===== src/rtl/sys_stacker_stream.sv =====
// -----------------------------------------------------------------------------
// sys_stacker_stream
//
// Purpose:
//   Serialises a wide input word of NumOfNerves lanes into DepthOut narrower
//   output beats of OUT_WIDTH lanes each. A word is held in a single holding
//   register and replayed slice by slice under valid/ready handshaking on both
//   sides. The last slice of a word can be consumed in the same cycle that the
//   next word is loaded, so continuous streams run without bubbles.
//
// Parameters:
//   BitSize      bits per lane
//   NumOfNerves  input lanes per word (must be divisible by DepthOut)
//   DepthOut     output beats per input word (>= 1)
//   MsbFirst     1: highest lanes go out first, 0: lowest lanes go out first
//
// Ports:
//   clk        single clock, all state updates on the rising edge
//   res_n      asynchronous active-low reset
//   in_valid   input word present
//   in_ready   block can accept a word this cycle
//   in_start   marks the input word as the first of a frame
//   in_data    input lanes [NumOfNerves-1:0][BitSize-1:0]
//   out_valid  out_data holds a valid slice
//   out_ready  downstream accepts the slice
//   out_start  slice 0 of a word that was accepted with in_start = 1
//   out_last   final slice (index DepthOut-1) of the current word
//   out_index  slice number within the current word
//   out_data   current slice [OUT_WIDTH-1:0][BitSize-1:0]
//
// Within a slice the intra-slice order is always preserved: the highest lane
// of the selected group lands in out_data[OUT_WIDTH-1].
// -----------------------------------------------------------------------------
module sys_stacker_stream #(
    parameter int BitSize     = 8,
    parameter int NumOfNerves = 4,
    parameter int DepthOut    = 2,
    parameter int MsbFirst    = 1,
    localparam int OUT_WIDTH  = NumOfNerves / DepthOut,
    localparam int IDX_W      = (DepthOut > 1) ? $clog2(DepthOut) : 1
) (
    input  logic                                  clk,
    input  logic                                  res_n,
    input  logic                                  in_valid,
    output logic                                  in_ready,
    input  logic                                  in_start,
    input  logic [NumOfNerves-1:0][BitSize-1:0]   in_data,
    output logic                                  out_valid,
    input  logic                                  out_ready,
    output logic                                  out_start,
    output logic                                  out_last,
    output logic [IDX_W-1:0]                      out_index,
    output logic [OUT_WIDTH-1:0][BitSize-1:0]     out_data
);

    localparam logic [IDX_W-1:0] LAST_IDX = IDX_W'(DepthOut - 1);

    typedef enum logic {
        IDLE,
        SERIAL
    } state_t;

    state_t                              state;
    logic [NumOfNerves-1:0][BitSize-1:0] hold_p0;
    logic [IDX_W-1:0]                    cnt_p0;
    logic                                start_p0;

    logic                                busy;
    logic                                at_last;
    logic                                in_xfer;
    logic                                out_xfer;
    logic [OUT_WIDTH-1:0][BitSize-1:0]   sel_slice;

    // Every slice of the held word is a fixed lane range, so each one is a
    // constant part-select; the counter then only drives a DepthOut:1 mux.
    logic [OUT_WIDTH-1:0][BitSize-1:0]   slices [DepthOut];

    for (genvar k = 0; k < DepthOut; k++) begin : g_slice
        localparam int BASE = (MsbFirst != 0) ? (NumOfNerves - (k + 1) * OUT_WIDTH)
                                              : (k * OUT_WIDTH);
        assign slices[k] = hold_p0[BASE +: OUT_WIDTH];
    end

    if (DepthOut == 1) begin : g_single
        assign sel_slice = slices[0];
    end else begin : g_multi
        assign sel_slice = slices[cnt_p0];
    end

    // Handshake decode
    assign busy     = (state == SERIAL);
    assign at_last  = busy && (cnt_p0 == LAST_IDX);
    assign in_xfer  = in_valid && in_ready;
    assign out_xfer = busy && out_ready;

    // While a word is held, a new one can only be taken as its last slice
    // leaves; this is what keeps back-to-back words bubble-free.
    assign in_ready  = !busy || (at_last && out_ready);

    // Outputs are forced to zero whenever nothing valid is presented.
    assign out_valid = busy;
    assign out_last  = at_last;
    assign out_start = busy && (cnt_p0 == '0) && start_p0;
    assign out_index = busy ? cnt_p0 : '0;
    assign out_data  = busy ? sel_slice : '0;

    // Stage p0: holding register, slice counter and captured frame flag
    always_ff @(posedge clk or negedge res_n) begin
        if (!res_n) begin
            state    <= IDLE;
            hold_p0  <= '0;
            cnt_p0   <= '0;
            start_p0 <= 1'b0;
        end else begin
            case (state)
                IDLE: begin
                    if (in_xfer) begin
                        hold_p0  <= in_data;
                        start_p0 <= in_start;
                        cnt_p0   <= '0;
                        state    <= SERIAL;
                    end
                end
                SERIAL: begin
                    if (out_xfer) begin
                        if (!at_last) begin
                            cnt_p0 <= cnt_p0 + IDX_W'(1);
                        end else if (in_xfer) begin
                            hold_p0  <= in_data;
                            start_p0 <= in_start;
                            cnt_p0   <= '0;
                        end else begin
                            state <= IDLE;
                        end
                    end
                end
                default: begin
                    state <= IDLE;
                end
            endcase
        end
    end

endmodule


===== config.mk =====
export PLATFORM = sky130hd
export DESIGN_NAME = sys_stacker_stream
export DESIGN_NICKNAME = d
export VERILOG_FILES = /design/src/rtl/sys_stacker_stream.sv
export SDC_FILE = /design/constraint.sdc
export NUM_CORES = 1
export LEC_CHECK = 0
export ABC_AREA = 1
export CAP_MARGIN = 20
export CELL_PAD_IN_SITES_DETAIL_PLACEMENT = 1
export CELL_PAD_IN_SITES_GLOBAL_PLACEMENT = 2
export CORE_MARGIN = 2
export CORE_UTILIZATION = 25
export CTS_CLUSTER_DIAMETER = 100
export CTS_CLUSTER_SIZE = 20
export DETAILED_ROUTE_END_ITERATION = 16
export PLACE_DENSITY = 0.85
export SLEW_MARGIN = 20
export SYNTH_ARGS = -nofsm -noshare
export SYNTH_HDL_FRONTEND = slang
export SYNTH_SLANG_ARGS = --single-unit

===== constraint.sdc =====
create_clock -name clk -period 1.4 [get_ports clk]
set_input_delay 0.21 -clock clk [delete_from_list [all_inputs] [get_ports clk]]
set_output_delay 0.21 -clock clk [all_outputs]
set_load 0.005 [all_outputs]

==> metrics <==
# rows=30; clk_lat worst skew=~0.29 ns; wire length per cell=around 16 um; Worst-Margin Slew=between 0.4 and 0.5 ns; Power Internal=~0.0027 W; syn nets=roughly 250; die width=~87 um; failing checks=negative setup slack; CTS tree=yes; core area=slightly below 7000 um2; Pins Over Slew Limit=0; status=finished with violations; clk slew on worst S/H paths=approximately 0.080 ns; Critical Path End Type=output pin; grt total ovfl=0; P&R area growth vs syn=62.46%; GRT Overall Usage=0.1579; initial antenna violation count=0; CTS max path bufs=2; minimum clock period=~1.5 ns; Net Sw Power=0.001453 W; leading cell type in the layout, fill and taps excluded=nand2_1; Synth area leader=dfrtp_1; Syn Inst Count=roughly 220; Crit Path Category=register to output pin; worst endpoint required time=between 1 and 1.5 ns; # diodes=0; largest cells by area after synthesis=dfrtp_1 (50%), nand2_1 (22%), nand4_1 (12%), nand3_1 (4.6%), buf_6 (2.6%); Iter 0 DRT Violations=between 80 and 90; worst setup margin=-0.1403 ns; Leak=roughly 1.4 nW; Switching Share=0.3530; Worst path max stage delay=0.41 ns; CTS Buf Count=5; CTS H-tree depth=2; Starting Density=0.2580; Post-route DRC=0; Mapped Area=1743 um2; largest net degree at the start of global routing=27; fin nets=334; Unique masters post-synth=16; CP arrival=approximately 1.3 ns; crit path max-delay cell type=dfrtp_1; relative slew slack=0.7132; vias in the first global route=1,830; Pwr Total=0.004115 W; R2R Setup Slk=-0.05 ns; Worst path top cell family by delay=buffers and inverters; layout cells sized above 1=0.3054; Post-DP HPWL=4105 um; most used cell, CP=buf_6; Period Utilization, post-route=1.100; gpl congestion=0.7480; Ports=58; first-pass GRT wire length=about 9000 um; vias=about 1,800; max_cap viols=0; critical-path cell list=buf_6 -> inv_8 -> buf_6 -> buf_6 -> nand3_2 -> nand2_2 -> buf_2; Synth top area share=0.5025; fillers=790; final core utilization=0.4191; Sink Count=35; Yosys warning count=0; RSZ-0062 raised after global routing=true; post-synthesis register bit count=35; final wirelength=6029 um; worst r2r dst=hold_p0[21]; Peak VDD IR=0.5221 mV; Hold/Removal Path Class=input port to asynchronous set/reset pin; Flop pwr share=0.373; setup_tns=-2.235 ns; Hold Slack=~0.38 ns; worst r2r src=out_valid; Max Freq=roughly 650 MHz; final setup fails=50; Hold Vio Cnt, Final=0; Critical Path Start Type=register; Avg Vias per Cell=between 4 and 5; Comb pwr share=0.428; port bufs=57; commonest cells after routing, fill and taps aside=nand2_1 (97), dfrtp_1 (35), clkdlybuf4s50_1 (35); die area=7655 um2; Crit path buffers/inverters=5; cells on worst reg2reg path=8; First-pass DRT Iterations=4; ANT nets after route=0; clock share of power=0.199; Die H=just under 90 um; root buffer cell=clkbuf_8; clk_skew=0.008314 ns; Max Fanout on Critical Path=4; power per cell area=about 1500 nW/um2; Mean Syn Cell Area=8.069 um2; sequential area share after synthesis=0.5025
## worst max-delay path by stage
stage | depth (start not counted) | endpoint | slack (ns) | startpoint
detailed placement | 5 | in_ready | -0.37 | out_ready
floorplan | 6 | out_data[0] | 0.21 | out_valid
finish | 7 | out_data[15] | -0.14 | cnt_p0
global route | 7 | out_data[5] | -0.21 | cnt_p0
global placement | 5 | in_ready | -0.37 | out_ready
CTS | 7 | out_data[5] | -0.11 | cnt_p0
## cells by family after synthesis
logic type      after synthesis  synth area share
buf+inv                      24           0.08470
compound gates                1          0.002869
flops                        35            0.5025
simple gates                156            0.4099
## sequential cells by signal, indices dropped and copies added (netlist names)
name       count
cnt_p0         1
hold_p0       32
out_valid      1
start_p0       1
## cell usage after synthesis
| library cell | count |
|---|---|
| buf_2 | 7 |
| buf_4 | 2 |
| buf_6 | 4 |
| buf_8 | 1 |
| clkbuf_1 | 4 |
| dfrtp_1 | 35 |
| inv_1 | 4 |
| inv_2 | 2 |
| nand2_1 | 102 |
| nand2_2 | 2 |
| nand2_4 | 1 |
| nand3_1 | 16 |
| nand3_4 | 1 |
| nand4_1 | 33 |
| nor2_1 | 1 |
| o21ai_0 | 1 |
## power groups by stage
stage | combinational, W | sequential (W) | clock (W)
finish | 0.00176 | 0.00154 | 0.000819
global route | 0.00195 | 0.00158 | 0.000887
CTS | 0.00168 | 0.00153 | 0.000836
global placement | 0.00159 | 0.00150 | 0
detailed placement | 0.00163 | 0.00152 | 0
floorplan | 0.000753 | 0.00147 | 0
## layout make-up
class                   count  area [um2]  share of cell area
multi-input cells         157       819.5              0.2894
flip-flops and latches     35       875.8              0.3093
well taps                  80       100.1             0.03535
repair buffers             92       903.4              0.3190
inverters                   6       32.53             0.01149
clock buffers               8       100.1             0.03535
## worst reg2reg max path, stage by stage, from the launching register on
cell and delay, ns:
dfrtp_1 0.40, buf_6 0.13, buf_6 0.11, buf_8 0.13, nand2_4 0.11, nand3_4 0.15
clkbuf_16 0.21, nand2_1 0.06, nand2_1 0.05
## metrics by stage
stage | setup slack, ns | instance area [um2] | cells
after floorplan | 0.2057 | 1743 | 216
after detailed placement | -0.3684 | 2519 | 358
after global placement | -0.3694 | 2519 | 358
after global routing | -0.2141 | 2831 | 378
final | -0.1403 | 2831 | 378
after CTS | -0.1101 | 2740 | 374
## metal layers
metal  track usage  routed length, um  vias to the layer above
li1              -                  -                      875
met1        0.2026               2600                      869
met2        0.2713               3117                       43
met3       0.02654                245                        6
met4       0.04615                 66                        0
met5             0                  0                        -
## timing repair
item / in CTS / in global routing
endpoints found under the hold margin: 17 / 0
gates cloned: 1 / 3
resized for setup: 124 / 6
setup buffers: 9 / 1
setup endpoints to repair: 30 / 53
pin swaps: 18 / 3
hold buffers: 1 / 0
(Power assumes the default switching activity.)
